--- config.mk ---
export PLATFORM = sky130hd
export DESIGN_NAME = fifo_drain_ctrl
export DESIGN_NICKNAME = d
export VERILOG_FILES = /design/src/rtl/fifo_drain_pkg.sv /design/src/rtl/drain_timeout_timer.sv /design/src/rtl/fifo_drain_ctrl.sv
export SDC_FILE = /design/constraint.sdc
export NUM_CORES = 1
export LEC_CHECK = 0
export CAP_MARGIN = 0
export CORE_MARGIN = 1.5
export CORE_UTILIZATION = 30
export DETAILED_ROUTE_END_ITERATION = 12
export MAX_ROUTING_LAYER = met4
export PLACE_DENSITY_LB_ADDON = 0.08
export SLEW_MARGIN = 30
export SYNTH_ARGS = -nofsm -noshare
export SYNTH_HDL_FRONTEND = slang
export SYNTH_HIERARCHICAL = 1
export SYNTH_SLANG_ARGS = --single-unit
--- constraint.sdc ---
create_clock -name clk -period 3.6 [get_ports clk]
set_input_delay 0.72 -clock clk [delete_from_list [all_inputs] [get_ports clk]]
set_output_delay 0.72 -clock clk [all_outputs]
set_load 0.03 [all_outputs]
--- src/rtl/fifo_drain_pkg.sv ---
// rtl/fifo_drain_pkg.sv - shared state encoding and widths for the FIFO drain controller
package fifo_drain_pkg;

  typedef enum logic [1:0] {
    ST_IDLE = 2'd0,
    ST_REQ  = 2'd1,
    ST_LOAD = 2'd2,
    ST_SEND = 2'd3
  } drain_state_e;

  localparam int BURST_CNT_W = 32;

  // Occupancy counter needs one extra bit so that a full FIFO (== DEPTH) is representable.
  function automatic int cnt_width(input int depth);
    return $clog2(depth) + 1;
  endfunction

endpackage

--- src/rtl/drain_timeout_timer.sv ---
// rtl/drain_timeout_timer.sv - saturating idle timer; expired while holding TIMEOUT_CYCLES-1
module drain_timeout_timer
  import fifo_drain_pkg::*;
#(
  parameter int TIMEOUT_CYCLES = 1024
) (
  input  logic clk,
  input  logic rst,
  input  logic inc,
  input  logic clear,
  output logic expired
);

  localparam int TW = $clog2(TIMEOUT_CYCLES);
  localparam logic [TW-1:0] LAST = TW'(TIMEOUT_CYCLES - 1);

  logic [TW-1:0] count_q, count_d;

  always_comb begin
    count_d = count_q;
    if (clear) begin
      count_d = '0;
    end else if (inc && (count_q != LAST)) begin
      count_d = count_q + 1'b1;
    end
  end

  always_ff @(posedge clk) begin
    if (rst) begin
      count_q <= '0;
    end else begin
      count_q <= count_d;
    end
  end

  assign expired = (count_q == LAST);

endmodule

--- src/rtl/fifo_drain_ctrl.sv ---
// rtl/fifo_drain_ctrl.sv - FIFO read-side burst controller feeding a valid/ready/last stream
module fifo_drain_ctrl
  import fifo_drain_pkg::*;
#(
  parameter int DATA_WIDTH     = 32,
  parameter int DEPTH          = 8,
  parameter int BURST_LEN      = 4,
  parameter int TIMEOUT_CYCLES = 1024,
  localparam int CNT_W         = cnt_width(DEPTH)
) (
  input  logic                   clk,
  input  logic                   rst,
  input  logic                   enable,
  input  logic                   flush,
  input  logic [CNT_W-1:0]       fifo_counter,
  input  logic [DATA_WIDTH-1:0]  fifo_rd_data,
  output logic                   fifo_rd_en,
  output logic [DATA_WIDTH-1:0]  m_tdata,
  output logic                   m_tvalid,
  input  logic                   m_tready,
  output logic                   m_tlast,
  output logic                   busy,
  output logic                   timeout_pulse,
  output logic [BURST_CNT_W-1:0] burst_count
);

  localparam logic [CNT_W-1:0] BURST_LEN_C = CNT_W'(BURST_LEN);

  drain_state_e           state_q, state_d;
  logic [CNT_W-1:0]       remaining_q, remaining_d;
  logic [DATA_WIDTH-1:0]  tdata_q, tdata_d;
  logic                   tvalid_q, tvalid_d;
  logic                   tlast_q, tlast_d;
  logic [BURST_CNT_W-1:0] burst_count_q, burst_count_d;

  logic has_data, at_threshold, timer_expired, start, timer_inc, timer_clear;

  assign has_data     = (fifo_counter != '0);
  assign at_threshold = (fifo_counter >= BURST_LEN_C);
  assign start        = (state_q == ST_IDLE) && enable && has_data &&
                        (at_threshold || flush || timer_expired);
  // Timer only runs while a partial burst is waiting; any other condition parks it at zero.
  assign timer_inc    = (state_q == ST_IDLE) && enable && has_data && !at_threshold && !flush;
  assign timer_clear  = !timer_inc || start;

  drain_timeout_timer #(
    .TIMEOUT_CYCLES(TIMEOUT_CYCLES)
  ) u_timer (
    .clk    (clk),
    .rst    (rst),
    .inc    (timer_inc),
    .clear  (timer_clear),
    .expired(timer_expired)
  );

  always_comb begin
    state_d       = state_q;
    remaining_d   = remaining_q;
    tdata_d       = tdata_q;
    tvalid_d      = tvalid_q;
    tlast_d       = tlast_q;
    burst_count_d = burst_count_q;
    fifo_rd_en    = 1'b0;
    timeout_pulse = 1'b0;
    case (state_q)
      ST_IDLE: begin
        if (start) begin
          state_d       = ST_REQ;
          remaining_d   = at_threshold ? BURST_LEN_C : fifo_counter;
          timeout_pulse = !at_threshold && !flush;
        end
      end
      ST_REQ: begin
        fifo_rd_en  = 1'b1;
        remaining_d = remaining_q - 1'b1;
        state_d     = ST_LOAD;
      end
      ST_LOAD: begin
        tdata_d  = fifo_rd_data;
        tvalid_d = 1'b1;
        tlast_d  = (remaining_q == '0);
        state_d  = ST_SEND;
      end
      ST_SEND: begin
        if (m_tready) begin
          tvalid_d = 1'b0;
          tlast_d  = 1'b0;
          if (remaining_q != '0) begin
            state_d = ST_REQ;
          end else begin
            burst_count_d = burst_count_q + 1'b1;
            state_d       = ST_IDLE;
          end
        end
      end
      default: state_d = ST_IDLE;
    endcase
  end

  always_ff @(posedge clk) begin
    if (rst) begin
      state_q       <= ST_IDLE;
      remaining_q   <= '0;
      tdata_q       <= '0;
      tvalid_q      <= 1'b0;
      tlast_q       <= 1'b0;
      burst_count_q <= '0;
    end else begin
      state_q       <= state_d;
      remaining_q   <= remaining_d;
      tdata_q       <= tdata_d;
      tvalid_q      <= tvalid_d;
      tlast_q       <= tlast_d;
      burst_count_q <= burst_count_d;
    end
  end

  assign m_tdata     = tdata_q;
  assign m_tvalid    = tvalid_q;
  assign m_tlast     = tlast_q;
  assign burst_count = burst_count_q;
  assign busy        = (state_q != ST_IDLE);

endmodule

After elaboration in Yosys (flattened, before gate mapping)

Cells that the tools add are included.

Mux-type cells: 13
Eq/ne operators: 7
Order comparisons: 1
Shift-type cells: 0
Multiply operators: 0
Divide/modulo/power cells: 0
Add/sub/neg operators: 3
Reductions and logical operators: 25
Bitwise logic cells: 1

Operators by type and width:

| operator                                                          | number |
|---|---|
| adder 32 x 1 -> 32 bit, second input constant                     | 1 |
| adder 10 x 1 -> 10 bit, second input constant                     | 1 |
| equality test 10 bit, second input constant                       | 1 |
| inequality test 10 bit, second input constant                     | 1 |
| two-way mux 4 bit                                                 | 2 |
| case mux 2 bit (4 select lines)                                   | 1 |
| case mux 4 bit (2 select lines)                                   | 1 |
| nonzero test 4 bit                                                | 2 |
| logical AND 1 bit                                                 | 7 |
| AND reduction 2 bit                                               | 3 |
| nonzero test 2 bit                                                | 3 |
| two-way mux 1 bit                                                 | 5 |
| equality test 2 bit, second input constant                        | 2 |
| greater-or-equal comparator 4 x 3 -> 1 bit, second input constant | 1 |
| logical NOT 4 bit                                                 | 1 |
| two-way mux 2 bit                                                 | 2 |
| inequality test 2 bit, second input constant                      | 2 |
| case mux 1 bit (2 select lines)                                   | 2 |
| subtractor 4 x 1 -> 4 bit, second input constant                  | 1 |
| logical NOT 1 bit                                                 | 3 |
| logical OR 1 bit                                                  | 3 |
| AND reduction 3 bit                                               | 1 |
| equality test 2 x 1 -> 1 bit, second input constant               | 1 |
| logical NOT 2 bit                                                 | 1 |
| other kinds (2)                                                   | 2 |

Memory bits (read-only): 0
Bits of input ports: 41
Memories kept: 0
Logic and storage cells: 57
RAM bits: 0
Bits in latches: 0
Register bits after elaboration: 82

Longest topological paths before layout

Gate-level depths: netlist of run 1.

Depth after elaboration: 8
Gate-level depth with buffers: 11
Mapped depth without buffers: 9

By module

Netlist of run 1, hierarchy kept.

Modules (own cells, without submodules):

| module              | instances | area an instance (um^2) | cells an instance |
|---|---|---|---|
| fifo_drain_ctrl     | 1         | 3309.4                  | 368 |
| drain_timeout_timer | 1         | 498.0                   | 60 |

Worst setup path before layout of run 1

No wires, ideal clock.

Path kind: input to output
Start point: in fifo_counter[3]
End point: out timeout_pulse
Stages on the path: 3
Data arrival time: 2021 ps
Path buffers: 0
Path slack: 859 ps
Path through: nor2_1 -> nor4b_1 -> nor2b_1

Word-level cells in the longest chain between the ends: 6
Elaborated cells between the ends (all ways): 10
Classes of those cells: order compare: 1; mux: 2; reduce/logical: 7

Ends and longest elaborated chain:

| item                                       | line                  | RTL |
|---|---|---|
| from (decl)                                | fifo_drain_ctrl.sv:15 | `input logic [CNT_W-1:0] fifo_counter,` |
| greater-or-equal comparator 4 x 3 -> 1 bit | fifo_drain_ctrl.sv:39 | `assign at_threshold = (fifo_counter >= BURST_LEN_C);` |
| logical OR 1 bit (2 in a row)              | fifo_drain_ctrl.sv:41 | `(at_threshold \|\| flush \|\| timer_expired);` |
| logical AND 1 bit                          | fifo_drain_ctrl.sv:40 | `assign start = (state_q == ST_IDLE) && enable && has_data &&` |
| two-way mux 1 bit (*)                      | fifo_drain_ctrl.sv:67 | `if (start) begin` |
| two-way mux 1 bit (*)                      | fifo_drain_ctrl.sv:65 | `case (state_q)` |
| to (decl)                                  | fifo_drain_ctrl.sv:23 | `output logic timeout_pulse,` |

Mark *: on every way between the ends. The rest lies on a longest branch, timed or not.

Worst setup path after layout of run 1

Start point: in fifo_counter[0]
End point: out timeout_pulse

The elaborated chain is that of the path after synthesis.

==> flow_metrics.tcl, run 1 <==
set metrics [dict create \
    nFillCells 1238 \
    rrSetupSlack_ns 1.05 \
    place_area_um2 5040 \
    tns_ns 0 \
    grt_use_total 0.150 \
    path_max_fanout 5 \
    grt_overflow_total 0 \
    period_needed_ns 3.05 \
    tightest_slew_ns 0.803 \
    hold_end "u_timer/count_q[9]$_SDFFE_PP0P_" \
    synthCells 428 \
    max_freq_mhz 328 \
    pre_cts_ws_ns 0.595 \
    power.density_nw_per_um2 555 \
    arrival_ns 2.33 \
    maxCapViolations 0 \
    hold-worst-slack_ns 0.488 \
    grt_pass1_wl_um 15300 \
    wire_per_inst_um 13.2 \
    final_nets 580 \
    ys_ff_latch 82 \
    most-common-layout-cells "107 x clkdlybuf4s50_1, 82 x dfxtp_1, 66 x nor2_1" \
    clock-skew-final_ns 0.00452 \
    regArea_um2 1640 \
    async_flop_share 0 \
    cts_made_buffers 9 \
    utilization 0.438 \
    syn2layout_area_growth_pct 40.4 \
    worstSetupEndpointType "output pin" \
    antenna_found_initial 0 \
    status "complete, no violations" \
    grt_pass1_vias 3272 \
    dr.pass1.iters 4 \
    synth_area_um2 3810 \
    clkTransAtPathRegs_ns 0.06 \
    synth_ff_type "dfxtp_1" \
    hold_viol 0 \
    vias 3406 \
    synth_area_per_cell_um2 8.90 \
    p_leak_nw 1.84 \
    synth_warnings 6 \
    slew_headroom 0.463 \
    reg2reg_to "burst_count[29]$_SDFFE_PP0P_" \
    path_class "in2out" \
    clockBufferDepth 2 \
    postCtsSetupRepairBufs 0 \
    cts_max_level 3 \
    cts_sinks 82 \
    final_common_cell "clkdlybuf4s50_1" \
    num_rows 40 \
    setup_viol 0 \
    syn-num-nets 477 \
    wl_um 9260 \
    place_inst 688 \
    worstPathRequired_ns 2.88 \
    stdcell_area_um2 5350 \
    final_cells 704 \
    antenna_left 0 \
    hpwl_um 6460 \
    start_util 0.312 \
    port_buffers 109 \
    hp-class "reg2reg" \
    post_synth_num_cell_types 52 \
    drive_gt1_frac 0.0728 \
    drv_slew 0 \
    place.gp.congestion 0.818 \
    min-delay-start "u_timer/count_q[9]$_SDFFE_PP0P_" \
    min_path_cells 1 \
    power.total_mw 2.97 \
    cts_tree "built" \
    grt_max_degree 58 \
    vias_per_cell 4.84 \
    die_y_um 116 \
    multiInputGateArea_um2 2010 \
    clock_latency_ns 0.34 \
    peakVddDrop_v 0.000289 \
    fp.dieArea_um2 13400 \
    fp.coreArea_um2 12200 \
    diodes 0 \
    finalCritPeriodShare 0.846 \
    clock-root-buffer "clkbuf_16" \
    dieWidth_um 116 \
    reg2reg_depth 6 \
    ys_seq_area_frac 0.431 \
    ios 110 \
    rsz0062_at_grt "false" \
    fin_ws_ns 0.555 \
    synth_edf_count 0 \
    route.detailed.drc 0 \
    worst_setup_path_start_kind "primary input" \
    hold_buffers 0 \
    first_iter_violations 227 \
    cts_resized 0 \
    r2r-start "remaining_q[0]$_SDFFE_PP0P_" \
]
==> area by class of cell <==
type | count | area share
clock inverters | 5 | 0.00983
inverters | 19 | 0.0133
well taps | 168 | 0.0393
flip-flops and latches | 82 | 0.307
repair buffers | 112 | 0.207
clock buffers | 11 | 0.0473
multi-input cells | 307 | 0.376
==> flip-flops by register name, summed over array words and instances, names as in the netlist <==
register / cells
burst_count: 32
u_timer/count_q: 10
m_tvalid: 1
m_tlast: 1
m_tdata: 32
remaining_q: 4
state_q: 2
==> how the worst max path moves through the flow <==
| stage | start | to | slack [ns] |
|---|---|---|---|
| finish | fifo_counter[0] | timeout_pulse | 0.55 |
| CTS | fifo_counter[0] | timeout_pulse | 0.58 |
| global placement | fifo_counter[0] | timeout_pulse | 0.62 |
| floorplan | fifo_counter[3] | timeout_pulse | 0.86 |
| detailed placement | fifo_counter[0] | timeout_pulse | 0.60 |
| global route | fifo_counter[0] | timeout_pulse | 0.41 |
==> critical path, stage by stage <==
cell             delay, ns
clkdlybuf4s50_1       0.44
nor4_1                0.69
nor4b_1               0.14
nor2b_1               0.17
buf_4                 0.16
==> cell families (layout without fill, tap and decap cells) <==
logic type | Yosys count | in the layout | share of synthesized area
DFF | 82 | 82 | 0.431
and+or+nand+nor | 185 | 185 | 0.255
buffers and inverters | 39 | 147 | 0.0447
muxes | 44 | 44 | 0.120
xor gates and xnor gates | 9 | 9 | 0.0207
AOI/OAI and AO/OA | 61 | 61 | 0.102
adders and majority gates | 8 | 8 | 0.0263
==> power by group <==
part	internal [mW]	switching [mW]
clock	0.571	0.368
combinational	0.413	0.541
sequential	1.01	0.0653
total	1.99	0.974
==> per-layer routing <==
layer | vias up | part of all wire | GRT usage
met5 | - | 0 | -
met4 | 0 | 0.016 | 0.0480
met3 | 14 | 0.072 | 0.0596
met2 | 85 | 0.47 | 0.247
met1 | 1575 | 0.44 | 0.165
li1 | 1732 | - | -
==> synthesized netlist by cell type (2+ instances only) <==
| master | number | area share |
|---|---|---|
| nand2_1 | 23 | 0.023 |
| o21ai_0 | 14 | 0.018 |
| dfxtp_1 | 82 | 0.43 |
| mux2_2 | 10 | 0.030 |
| a311oi_1 | 2 | 0.0046 |
| o32ai_1 | 2 | 0.0046 |
| and3_1 | 3 | 0.0049 |
| clkbuf_1 | 14 | 0.014 |
| nor2b_1 | 13 | 0.021 |
| xor2_1 | 4 | 0.0092 |
| or3_1 | 8 | 0.013 |
| and4_1 | 3 | 0.0069 |
| or4_1 | 8 | 0.016 |
| buf_6 | 3 | 0.0089 |
| o31ai_1 | 7 | 0.014 |
| mux2_1 | 2 | 0.0059 |
| o31a_1 | 2 | 0.0046 |
| a31oi_1 | 2 | 0.0033 |
| nor4_1 | 8 | 0.013 |
| a21oi_1 | 20 | 0.026 |
| ha_1 | 8 | 0.026 |
| mux2i_1 | 32 | 0.084 |
| xnor2_1 | 5 | 0.012 |
| or4_4 | 2 | 0.0059 |
| nor2_1 | 66 | 0.065 |
| and2_1 | 5 | 0.0082 |
| nand4_1 | 12 | 0.020 |
| a21o_1 | 2 | 0.0039 |
| nor4b_1 | 2 | 0.0046 |
| inv_1 | 19 | 0.019 |
| buf_1 | 2 | 0.0020 |
| nor3_1 | 11 | 0.014 |
| nand3_1 | 13 | 0.017 |
(Power assumes the default switching activity.)
==> inputs of run 2 (changes only) <==
==> constraint.sdc (replaced) <==
create_clock -name clk -period 2.6 [get_ports clk]
set_input_delay 0.52 -clock clk [delete_from_list [all_inputs] [get_ports clk]]
set_output_delay 0.52 -clock clk [all_outputs]
set_load 0.03 [all_outputs]
==> run 2 against run 1 <==
Critical path depth up 3. Sequential share of layout area down 0.65 points. Sequential cell count unchanged. Cell count up 1.8%. Register-to-register slack worse by 0.89 ns. Non-clock buffer count up 13. Die area unchanged. Clock skew up 0.0055 ns. Clock-buffer cell count up 3. Via count up 3.5%. Cell area up 2.3%. Power up 41%. Largest power group unchanged.
==> flow_metrics.tcl, run 2 (same netlist as run 1, synthesis figures left out) <==
set metrics [dict create \
    clockBufferDepth 2 \
    most-common-layout-cells "107 x clkdlybuf4s50_1, 80 x dfxtp_1, 66 x nor2_1" \
    grt_pass1_wl_um 16100 \
    grt_overflow_total 0 \
    use_met3 0.0612 \
    antenna_left 0 \
    route.detailed.drc 0 \
    antenna_found_initial 0 \
    num_rows 40 \
    utilization 0.448 \
    max_freq_mhz 405 \
    power.density_nw_per_um2 767 \
    first_iter_violations 163 \
    start_util 0.312 \
    ios 110 \
    status "complete, no violations" \
    path_class "reg2out" \
    postCtsSetupRepairBufs 0 \
    grt.busiest_layer "met2" \
    arrival_ns 1.95 \
    period_needed_ns 2.47 \
    cts_made_buffers 9 \
    final_nets 593 \
    peakVddDrop_v 0.000412 \
    rsz0062_at_grt "true" \
    cts_max_level 3 \
    worstPathRequired_ns 2.08 \
    clock-root-buffer "clkbuf_16" \
    worst_setup_path_start_kind "register" \
    cp_slowest_cell "or3_4" \
    slew_headroom 0.571 \
    place_area_um2 5140 \
    die_y_um 116 \
    worstSetupEndpointType "output pin" \
    vias_per_cell 4.91 \
    clock-skew-final_ns 0.0100 \
    r2r-start "remaining_q[0]$_SDFFE_PP0P_" \
    grt_use_total 0.157 \
    hp-class "reg2reg" \
    vias 3524 \
    min-delay-start "m_tlast$_SDFFE_PP0P_" \
    syn2layout_area_growth_pct 43.6 \
    path_max_fanout 6 \
    setup_viol 0 \
    cts_sinks 82 \
    wire_per_inst_um 13.5 \
    p_leak_nw 1.90 \
    grt_pass1_vias 3499 \
    cpMostUsedCell "buf_4" \
    final_common_cell "clkdlybuf4s50_1" \
    finalCritPeriodShare 0.949 \
    clkTransAtPathRegs_ns 0.06 \
    cts_tree "built" \
    tns_ns 0 \
    fp.dieArea_um2 13400 \
    place.gp.congestion 0.763 \
    maxCapViolations 0 \
    hold_buffers 0 \
    final_cells 717 \
    min_path_cells 2 \
    grt_max_degree 31 \
    power.total_mw 4.20 \
    place_inst 701 \
    dr.pass1.iters 4 \
    tightest_slew_ns 0.643 \
    drv_slew 0 \
    port_buffers 109 \
    reg2reg_to "burst_count[29]$_SDFFE_PP0P_" \
    wl_um 9680 \
    cpPeakStageDelay_ns 0.39 \
    stdcell_area_um2 5470 \
    crit_chain "ha_1 > nand3_1 > or3_4 > inv_1 > nor4_1 > buf_4 > nor2b_1 > buf_4" \
    reg2reg_depth 6 \
    use_met2 0.259 \
    rrSetupSlack_ns 0.16 \
    dieWidth_um 116 \
    met1_usage 0.178 \
    drive_gt1_frac 0.102 \
    hpwl_um 6780 \
    hold_viol 0 \
    clock_latency_ns 0.34 \
    hold_end "m_tlast$_SDFFE_PP0P_" \
    fp.coreArea_um2 12200 \
    diodes 0 \
]
[run 2: cell count changes in the layout (fill, tap and decap cells not counted), sizes merged]
cell      delta
clkinvlp     -1
buf         +13
clkbuf       +3
clkinv       -2
[run 2: worst max-delay path by stage]
stage | slack, ns | end | start
after global routing | 0.007 | timeout_pulse | u_timer/count_q[0]$_SDFFE_PP0P_
after detailed placement | 0.09 | burst_count[29]$_SDFFE_PP0P_ | m_tready
after CTS | 0.06 | timeout_pulse | u_timer/count_q[0]$_SDFFE_PP0P_
after floorplan | 0.08 | u_timer/count_q[3]$_SDFFE_PP0P_ | u_timer/count_q[0]$_SDFFE_PP0P_
final | 0.13 | timeout_pulse | u_timer/count_q[0]$_SDFFE_PP0P_
after global placement | 0.09 | burst_count[29]$_SDFFE_PP0P_ | m_tready
[run 2: critical path, delay by kind of cell, from the launching register on]
kind                     cells  cell delay [ns]
flip-flops                   1             0.36
buffers and inverters        3             0.39
AND/OR/NAND/NOR              4             0.67
adder cells (fa/ha/maj)      1             0.19
[run 2: per-stage QoR]
step           hold slack [ns]  setup slack [ns]
2_1_floorplan            0.454            0.0844
3_3_place_gp             0.471            0.0917
3_5_place_dp             0.479            0.0945
4_1_cts                  0.488            0.0553
5_1_grt                  0.520           0.00653
6_report                 0.481             0.133
[run 2: final cells by class]
class	count	area, µm²
fill	1231	6740
multi-input combinational	307	2030
sequential	82	1640
timing repair buffer	125	1220
clock buffer	14	264
tap	168	210
inverter	19	71.3
clock inverter	2	35.0
[run 2: per-layer routing]
| metal | wire length (µm) | share of wire |
|---|---|---|
| met5 | 0 | 0 |
| met4 | 101 | 0.010 |
| met3 | 655 | 0.068 |
| met1 | 4330 | 0.45 |
| met2 | 4590 | 0.47 |
[run 2: power breakdown]
| part | switching (mW) | internal [mW] | total (mW) |
|---|---|---|---|
| Combinational | 0.770 | 0.628 | 1.40 |
| Sequential | 0.0903 | 1.40 | 1.49 |
| Clock | 0.511 | 0.797 | 1.31 |
[run 2: timing repair]
| item | in CTS | in global routing |
|---|---|---|
| setup endpoints to repair | 1 | 4 |
| gates cloned | 0 | 0 |
| resized for setup | 1 | 6 |
| endpoints found under the hold margin | 0 | 0 |
==> inputs of run 3 (changes only) <==
--- a/config.mk
+++ b/config.mk
@@ -6,6 +6,8 @@
 export NUM_CORES = 1
 export LEC_CHECK = 0
 export CAP_MARGIN = 0
+export CELL_PAD_IN_SITES_DETAIL_PLACEMENT = 1
+export CELL_PAD_IN_SITES_GLOBAL_PLACEMENT = 1
 export CORE_MARGIN = 1.5
 export CORE_UTILIZATION = 30
 export DETAILED_ROUTE_END_ITERATION = 12
==> run 3 against run 2 <==
Clock skew shrank 0.0054 ns. Via count grew 0.37%. Combinational power is essentially flat. Sequential share of layout area is essentially flat. Clock power shrank 8%. Sequential cell count is the same. Sequential power is essentially flat. Routed wire length grew 8.5%. Die area is the same. Global-route usage grew 0.99 points. Largest cell class unchanged.
==> flow_metrics.tcl, run 3 (same netlist as run 1, synthesis figures left out) <==
set metrics [dict create \
    multiInputGateArea_um2 2030 \
    wire_per_inst_um 14.7 \
    path_class "reg2out" \
    final_common_cell "clkdlybuf4s50_1" \
    clkPwrFrac 0.294 \
    place.gp.congestion 0.794 \
    num_rows 40 \
    min_path_cells 2 \
    worstSetupEndpointType "output pin" \
    fp.dieArea_um2 13400 \
    fp.coreArea_um2 12200 \
    cts_made_buffers 9 \
    reg2reg_depth 6 \
    dr.pass1.iters 4 \
    clkTransAtPathRegs_ns 0.06 \
    port_buffers 109 \
    worst_setup_path_start_kind "register" \
    cts_sinks 82 \
    antenna_found_initial 0 \
    drive_gt1_frac 0.106 \
    nFillCells 1450 \
    clockBufferDepth 2 \
    most-common-layout-cells "107 x clkdlybuf4s50_1, 80 x dfxtp_1, 66 x nor2_1" \
    power.share.switching 0.335 \
    maxCapViolations 0 \
    tightest_slew_ns 0.567 \
    cts_tree "built" \
    route.detailed.drc 0 \
    clock-root-buffer "clkbuf_16" \
    finalCritPeriodShare 0.941 \
    grt_use_total 0.167 \
    period_needed_ns 2.45 \
    first_iter_violations 107 \
    vias_per_cell 4.94 \
    max_freq_mhz 409 \
    die_y_um 116 \
    slew_headroom 0.619 \
    antenna_left 0 \
    status "complete, no violations" \
    clock-skew-final_ns 0.00460 \
    final_nets 594 \
    dieWidth_um 116 \
    power.density_nw_per_um2 753 \
    drv_slew 0 \
    hold_viol 0 \
    path_max_fanout 4 \
    wl_um 10500 \
    cts_max_level 3 \
    peakVddDrop_v 0.000364 \
    arrival_ns 1.93 \
    start_util 0.312 \
    switchingPower_mw 1.38 \
    hold-worst-slack_ns 0.492 \
    regArea_um2 1650 \
    clock_latency_ns 0.34 \
    p_leak_nw 1.89 \
    ios 110 \
    setup_viol 0 \
    grt_pass1_vias 3625 \
    hp-class "reg2reg" \
    worstPathRequired_ns 2.08 \
    pwr-share-comb 0.344 \
    hpwl_um 7560 \
    p_int_mw 2.74 \
    vias 3537 \
    grt_max_degree 87 \
    p_seq_frac 0.362 \
    syn2layout_area_growth_pct 43.8 \
    hold_buffers 0 \
    power.total_mw 4.12 \
    grt_pass1_wl_um 17100 \
    grt_overflow_total 0 \
    diodes 0 \
]
[run 3: path summary, 6_finish.rpt]
kind	from	end	slack, ns
worst max-delay path	u_timer/count_q[0]$_SDFFE_PP0P_	timeout_pulse	0.15
worst min-delay path	remaining_q[1]$_SDFFE_PP0P_	remaining_q[1]$_SDFFE_PP0P_	0.49
worst max register to register	remaining_q[0]$_SDFFE_PP0P_	burst_count[31]$_SDFFE_PP0P_	0.17
worst min register to register	remaining_q[1]$_SDFFE_PP0P_	remaining_q[1]$_SDFFE_PP0P_	0.49
[run 3: power groups by stage]
stage / combinational [mW] / clock, mW / sequential [mW]
floorplan: 0.694 / 0 / 1.71
global placement: 1.42 / 0 / 1.51
detailed placement: 1.44 / 0 / 1.52
CTS: 1.44 / 1.26 / 1.49
global route: 1.54 / 1.31 / 1.51
finish: 1.42 / 1.21 / 1.49
[run 3: metal layers]
layer  wire, µm  GRT usage  up-vias
li1           -          -     1756
met1       4460      0.182     1692
met2       5090      0.278       78
met3        828     0.0769       11
met4        126     0.0423        0
met5          0          -        -
[run 3: area by class of cell]
cell class | instances | share of cell area
clock inverter | 2 | 0.00228
timing repair buffer | 126 | 0.226
tap | 168 | 0.0384
inverter | 19 | 0.0130
clock buffer | 12 | 0.0487
sequential | 82 | 0.301
multi-input combinational | 307 | 0.371
[run 3: through the flow]
stage / cell area (µm²) / TNS [ns] / instances / worst slack [ns] / util
floorplan: 3810 / 0 / 428 / 0.0844 / -
global placement: 5140 / 0 / 700 / 0.123 / 0.421
detailed placement: 5140 / 0 / 700 / 0.0840 / 0.421
CTS: 5430 / 0 / 714 / 0.0359 / 0.444
global route: 5480 / -0.0160 / 716 / -0.0160 / 0.448
finish: 5480 / 0 / 716 / 0.153 / 0.448
[run 3: what timing repair did]
item,in CTS,in global routing
buffers inserted,0,2
endpoints found under the hold margin,0,0
endpoints found under the setup margin,1,3
resized for setup,1,8
pin swaps,0,1
[run 3: critical path, stage by stage, from the launching register on]
cell and delay, ns:
dfxtp_4 0.38, ha_4 0.15, nand3_2 0.09, or3_4 0.42
inv_1 0.07, nor4_1 0.05, buf_4 0.15, nor2b_1 0.11
buf_4 0.17
